===== src/rtl/arm_ctrl_pkg.sv =====
// rtl/arm_ctrl_pkg.sv - shared encodings for the multicycle ARM control path
package arm_ctrl_pkg;

  // FSM state codes
  localparam logic [3:0] S_FETCH    = 4'd0;
  localparam logic [3:0] S_DECODE   = 4'd1;
  localparam logic [3:0] S_MEMADR   = 4'd2;
  localparam logic [3:0] S_MEMREAD  = 4'd3;
  localparam logic [3:0] S_MEMWB    = 4'd4;
  localparam logic [3:0] S_MEMWRITE = 4'd5;
  localparam logic [3:0] S_EXECR    = 4'd6;
  localparam logic [3:0] S_EXECI    = 4'd7;
  localparam logic [3:0] S_ALUWB    = 4'd8;
  localparam logic [3:0] S_BRANCH   = 4'd9;
  localparam logic [3:0] S_TRAP     = 4'd10;

  localparam logic       ADR_PC     = 1'b0;
  localparam logic       ADR_ALUOUT = 1'b1;

  localparam logic [1:0] SRCA_RD1   = 2'b00;
  localparam logic [1:0] SRCA_PC    = 2'b01;

  localparam logic [1:0] SRCB_RD2   = 2'b00;
  localparam logic [1:0] SRCB_IMM   = 2'b01;
  localparam logic [1:0] SRCB_FOUR  = 2'b10;

  localparam logic [1:0] RES_ALUOUT = 2'b00;
  localparam logic [1:0] RES_DATA   = 2'b01;
  localparam logic [1:0] RES_ALU    = 2'b10;

  localparam logic [1:0] ALUOP_ADD   = 2'b00;
  localparam logic [1:0] ALUOP_FUNCT = 2'b10;

  localparam logic [1:0] OP_DP    = 2'b00;
  localparam logic [1:0] OP_MEM   = 2'b01;
  localparam logic [1:0] OP_BR    = 2'b10;
  localparam logic [1:0] OP_UNDEF = 2'b11;

  typedef struct packed {
    logic       ir_write;
    logic       adr_src;
    logic [1:0] alu_src_a;
    logic [1:0] alu_src_b;
    logic [1:0] result_src;
    logic [1:0] alu_op;
    logic       next_pc;
    logic       reg_w;
    logic       mem_w;
    logic       branch;
    logic       instr_done;
    logic       illegal;
  } ctrl_word_t;

endpackage


===== src/rtl/main_fsm_outputs.sv =====
// rtl/main_fsm_outputs.sv - combinational state-to-control-word decode
// mem_ready gates the handshake-dependent enables in FETCH and MEMWRITE.
module main_fsm_outputs
  import arm_ctrl_pkg::*;
(
  input  logic [3:0]  state,
  input  logic        mem_ready,
  output ctrl_word_t  ctrl
);

  always_comb begin
    ctrl = '0;
    case (state)
      S_FETCH: begin
        ctrl.adr_src    = ADR_PC;
        ctrl.alu_src_a  = SRCA_PC;
        ctrl.alu_src_b  = SRCB_FOUR;
        ctrl.alu_op     = ALUOP_ADD;
        ctrl.result_src = RES_ALU;
        ctrl.ir_write   = mem_ready;
        ctrl.next_pc    = mem_ready;
      end
      S_DECODE: begin
        // PC already advanced by 4, so this forms PC+8 for R15 reads
        ctrl.alu_src_a  = SRCA_PC;
        ctrl.alu_src_b  = SRCB_FOUR;
        ctrl.result_src = RES_ALU;
      end
      S_MEMADR: begin
        ctrl.alu_src_a = SRCA_RD1;
        ctrl.alu_src_b = SRCB_IMM;
        ctrl.alu_op    = ALUOP_ADD;
      end
      S_MEMREAD: begin
        ctrl.adr_src    = ADR_ALUOUT;
        ctrl.result_src = RES_ALUOUT;
      end
      S_MEMWB: begin
        ctrl.result_src = RES_DATA;
        ctrl.reg_w      = 1'b1;
        ctrl.instr_done = 1'b1;
      end
      S_MEMWRITE: begin
        ctrl.adr_src    = ADR_ALUOUT;
        ctrl.result_src = RES_ALUOUT;
        ctrl.mem_w      = 1'b1;
        ctrl.instr_done = mem_ready;
      end
      S_EXECR: begin
        ctrl.alu_src_a = SRCA_RD1;
        ctrl.alu_src_b = SRCB_RD2;
        ctrl.alu_op    = ALUOP_FUNCT;
      end
      S_EXECI: begin
        ctrl.alu_src_a = SRCA_RD1;
        ctrl.alu_src_b = SRCB_IMM;
        ctrl.alu_op    = ALUOP_FUNCT;
      end
      S_ALUWB: begin
        ctrl.result_src = RES_ALUOUT;
        ctrl.reg_w      = 1'b1;
        ctrl.instr_done = 1'b1;
      end
      S_BRANCH: begin
        ctrl.alu_src_a  = SRCA_RD1;
        ctrl.alu_src_b  = SRCB_IMM;
        ctrl.alu_op     = ALUOP_ADD;
        ctrl.result_src = RES_ALU;
        ctrl.branch     = 1'b1;
        ctrl.instr_done = 1'b1;
      end
`ifdef ILLEGAL_TRAP_EN
      S_TRAP: begin
        ctrl.illegal = 1'b1;
      end
`endif
      default: ctrl = '0;
    endcase
  end

endmodule


===== src/rtl/multicycle_main_fsm.sv =====
// rtl/multicycle_main_fsm.sv - multicycle ARM main control FSM
// Define ILLEGAL_TRAP_EN to make Op=11 lock into a sticky TRAP state instead of a NOP.
module multicycle_main_fsm
  import arm_ctrl_pkg::*;
(
  input  logic       clk,
  input  logic       reset_n,
  input  logic [1:0] Op,
  input  logic [5:0] Funct,
  input  logic       MemReady,
  output logic       IRWrite,
  output logic       AdrSrc,
  output logic [1:0] ALUSrcA,
  output logic [1:0] ALUSrcB,
  output logic [1:0] ResultSrc,
  output logic [1:0] ALUOp,
  output logic       NextPC,
  output logic       RegW,
  output logic       MemW,
  output logic       Branch,
  output logic       InstrDone,
  output logic       Illegal
);

  logic [3:0] state;
  logic [3:0] next_state;
  logic [3:0] dec_state;
  logic       dec_ready;
  logic       nop_done;
  logic       unused_funct;
  ctrl_word_t ctrl;

  assign unused_funct = ^Funct[4:1];

  always_comb begin
    next_state = state;
    case (state)
      S_FETCH:    if (MemReady) next_state = S_DECODE;
      S_DECODE: begin
        case (Op)
          OP_MEM:  next_state = S_MEMADR;
          OP_DP:   next_state = Funct[5] ? S_EXECI : S_EXECR;
          OP_BR:   next_state = S_BRANCH;
`ifdef ILLEGAL_TRAP_EN
          default: next_state = S_TRAP;
`else
          default: next_state = S_FETCH;
`endif
        endcase
      end
      S_MEMADR:   next_state = Funct[0] ? S_MEMREAD : S_MEMWRITE;
      S_MEMREAD:  if (MemReady) next_state = S_MEMWB;
      S_MEMWB:    next_state = S_FETCH;
      S_MEMWRITE: if (MemReady) next_state = S_FETCH;
      S_EXECR:    next_state = S_ALUWB;
      S_EXECI:    next_state = S_ALUWB;
      S_ALUWB:    next_state = S_FETCH;
      S_BRANCH:   next_state = S_FETCH;
`ifdef ILLEGAL_TRAP_EN
      S_TRAP:     next_state = S_TRAP;
`endif
      default:    next_state = S_FETCH;
    endcase
  end

  always_ff @(posedge clk) begin
    if (!reset_n) state <= S_FETCH;
    else          state <= next_state;
  end

  // Reset shows FETCH selects with the ready handshake masked, so no enable can fire
  assign dec_state = reset_n ? state : S_FETCH;
  assign dec_ready = MemReady & reset_n;

  main_fsm_outputs u_outputs (
    .state     (dec_state),
    .mem_ready (dec_ready),
    .ctrl      (ctrl)
  );

`ifdef ILLEGAL_TRAP_EN
  assign nop_done = 1'b0;
`else
  assign nop_done = reset_n && (state == S_DECODE) && (Op == OP_UNDEF);
`endif

  assign IRWrite   = ctrl.ir_write;
  assign AdrSrc    = ctrl.adr_src;
  assign ALUSrcA   = ctrl.alu_src_a;
  assign ALUSrcB   = ctrl.alu_src_b;
  assign ResultSrc = ctrl.result_src;
  assign ALUOp     = ctrl.alu_op;
  assign NextPC    = ctrl.next_pc;
  assign RegW      = ctrl.reg_w;
  assign MemW      = ctrl.mem_w;
  assign Branch    = ctrl.branch;
  assign InstrDone = ctrl.instr_done | nop_done;
  assign Illegal   = ctrl.illegal;

endmodule


===== config.mk =====
export PLATFORM = sky130hd
export DESIGN_NAME = multicycle_main_fsm
export DESIGN_NICKNAME = d
export VERILOG_FILES = /design/src/rtl/arm_ctrl_pkg.sv /design/src/rtl/main_fsm_outputs.sv /design/src/rtl/multicycle_main_fsm.sv
export SDC_FILE = /design/constraint.sdc
export NUM_CORES = 1
export LEC_CHECK = 0
export ABC_AREA = 1
export BUFFER_PORTS_ARGS = -buffer_cell sky130_fd_sc_hd__buf_2
export CORE_AREA = 2 2 39 41
export DETAILED_ROUTE_END_ITERATION = 7
export DIE_AREA = 0 0 41 43
export HOLD_SLACK_MARGIN = 0.06
export PLACE_DENSITY = 0.62
export SLEW_MARGIN = 25
export SYNTH_ARGS = -nofsm -noshare
export SYNTH_HDL_FRONTEND = slang
export SYNTH_SLANG_ARGS = --single-unit

===== constraint.sdc =====
create_clock -name clk -period 2.1 [get_ports clk]
set_input_delay 0 -clock clk [delete_from_list [all_inputs] [get_ports clk]]
set_output_delay 0 -clock clk [all_outputs]
set_load 0.005 [all_outputs]

==> reports/summary.txt <==
===========================================================================================
Result of the run                                                                 completed
Capturing element type of the critical path                                     output port
Most frequent cell on the critical path                                               inv_1
Final clock period utilization by the worst path                                      65.7%
Ratio of cells with drive above 1 in the final layout                                 27.8%
Final HPWL DP                                                                        865 µm
Die Height                                                                            43 µm
Sw frac                                                                               42.0%
Number of design-rule violations left by the first detailed-router iteration             16
Static leakage                                                                     0.321 nW
Highest clock rate                                                                  725 MHz
Sequential cell area fraction in the yosys report                                     17.8%
Post-Route WL                                                                       1070 µm
Share of power burned in the clock network                                            24.3%
Standard cell core area                                                            1380 µm²
Critical path data required time                                                    2100 ps
Most flop-heavy register                                                              state
IR drop worst, VDD                                                                 0.333 mV
TritonCTS clock tree                                                                   done
Setup repair after global routing missed its margin                                      no
Number of global-route vias before repair                                               390
Mean number of vias per cell                                                           4.63
Maximum clock insertion buffer count                                                      2
Final Core Density                                                                    39.2%
Largest net degree at the start of global routing                                        10
Max-cap violations                                                                        0
Reg power frac                                                                        28.5%
Sum of overflow across all layers after global routing                                    0
Cells after synthesis                                                                    80
Relative area change from synthesis to final layout                                   20.6%
Cell area power density                                                          700 nW/µm²
Yosys reg bits                                                                            4
Cell area after technology mapping                                                  449 µm²
Total iterations of the first detailed-routing run                                        4
Worst-path maximum fanout                                                                 5
Syn_area_per_cell                                                                  5.61 µm²
Internal cell power                                                              0.000220 W
Relative contribution of combinational cells to total power                           47.2%
Starting density of the core                                                          32.5%
I/O pin cnt                                                                              27
Hold depth                                                                                3
Post-layout minimum cycle time                                                      1380 ps
Number of max-slew violations in the final report                                         0
Number of cells traversed by the worst register-to-register path                          8
Clock Sinks                                                                               4
Die boundary width                                                                    41 µm
Largest clock skew in the final design                                              2.99 ps
Critical path's slowest cell                                                        dfxtp_1
Crit path cell chain                                                           inv_1 -> nor2_2 -> nand2_2 -> o21ai_0 -> inv_1 -> nand3_1 -> buf_2
Routability congestion estimate                                                       0.796
Net switching power of the design                                                0.000159 W
Wire length of the first global-routing pass                                        1600 µm
Initial antenna violation count                                                           0
Number of buffers added for setup after CTS                                               0
Registers with the highest flip-flop counts                                       state (4)
Post-synth cell types                                                                    17
Critical Path AT                                                                    1380 ps
Endpoints failing hold                                                                    0
Remaining antenna violation count after routing                                           0
Overall global routing resource usage                                                 14.0%
Total die area                                                                     1760 µm²
Net count reported at finish                                                            110
CTS root buffer                                                                    clkbuf_4
Largest register FFs                                                                      4
Final setup violation count                                                               0
Count of synthesis-stage warnings from yosys                                              0
Clock transition at the registers of the reported paths                               40 ps
Critical Path Max Stage Delay                                                        410 ps
Avg WL per Cell                                                                     9.45 µm
Level count of the clock H-tree                                                           1
Number of design rule violations left after detail routing                                0
Total negative slack                                                                   0 ps
Tightest Hold Check Type                                                       input pin to register
CP Launch Type                                                                     register
Number of rows in the core area                                                          14
Vias after detailed routing                                                             523
CTS-repair resized insts                                                                  0
Number of diodes added for antenna fixing                                                 0
Port buffer count                                                                        19
# hold bufs at CTS                                                                        0
Clock insertion delay at the later pin of the skew report                            230 ps
Clock buffers created by TritonCTS                                                        3
Critical Setup Path Class                                                      register to output port
===========================================================================================
## cell families after synthesis
logic type	synth area share (%)
and+or+nand+nor	42.9
buffers and inverters	24.2
AOI/OAI and AO/OA	14.2
other	0.835
DFF	17.8
## cell usage after synthesis (all sizes together)
cell type,count,area [µm²]
conb,1,3.75
nand4,1,6.26
nor3,2,10.0
buf,7,52.6
o21ai,5,25.0
dfxtp,4,80.1
a21oi,3,15.0
o221ai,1,8.76
o211ai,2,15.0
nand2,16,62.6
nand3,8,45.0
inv,15,56.3
nor2,15,68.8
## routing by layer
layer,vias up,GRT usage [%],wire length [µm]
met3,0,7.85,80
li1,277,-,-
met2,18,18.1,501
met1,228,19.3,487
met4,0,4.00,0
met5,-,0,0
## cell type report
type,instances,area [µm²]
timing repair buffer,19,95.1
clock buffer,3,22.5
inverter,15,56.3
fill,164,842
tap,16,20.0
sequential,4,80.1
multi-input combinational,56,268
## power by group through the flow
stage / registers (W) / clock network, W / logic (W)
floorplan: 0.0000995 / 0 / 0.000146
global placement: 0.000109 / 0 / 0.000179
detailed placement: 0.000109 / 0 / 0.000179
CTS: 0.000108 / 0.0000977 / 0.000180
global route: 0.000110 / 0.000109 / 0.000209
finish: 0.000108 / 0.0000922 / 0.000179
## per-stage QoR
stage | hold slack [ps] | worst slack (ps) | power, W | cells | cell area, µm²
after floorplan | 109 | 1080 | 0.000246 | 82 | 457
after global placement | 322 | 891 | 0.000288 | 110 | 519
after detailed placement | 324 | 898 | 0.000288 | 110 | 519
after CTS | 78.4 | 715 | 0.000385 | 113 | 542
after global routing | 81.0 | 596 | 0.000427 | 113 | 542
final | 85.3 | 720 | 0.000379 | 113 | 542
## cell usage in the layout, fill, tap and decap left out
master	count
clkbuf_4	3
a21oi_1	3
nor2_4	1
o21ai_0	5
o221ai_1	1
inv_1	15
nor3_1	2
nand2_1	15
buf_2	19
nor2_2	2
nor2_1	12
nand2_2	1
nand4_1	1
nand3_2	1
conb_1	3
nand3_1	7
o211ai_1	2
dfxtp_1	4
## path summary, 6_finish.rpt
kind	start	slack (ps)	to
max	state[2]	720	InstrDone
min	Op[1]	90	state[3]
max reg2reg	state[1]	890	state[2]
min reg2reg	state[3]	610	state[3]
## worst max-delay path: cells and delay by family, from the launching register on
family / cells / cell delay [ps]
simple gates: 3 / 280
flops: 1 / 410
buf+inv: 3 / 270
compound gates: 1 / 170
No activity file was read; power rests on OpenSTA's default activity.
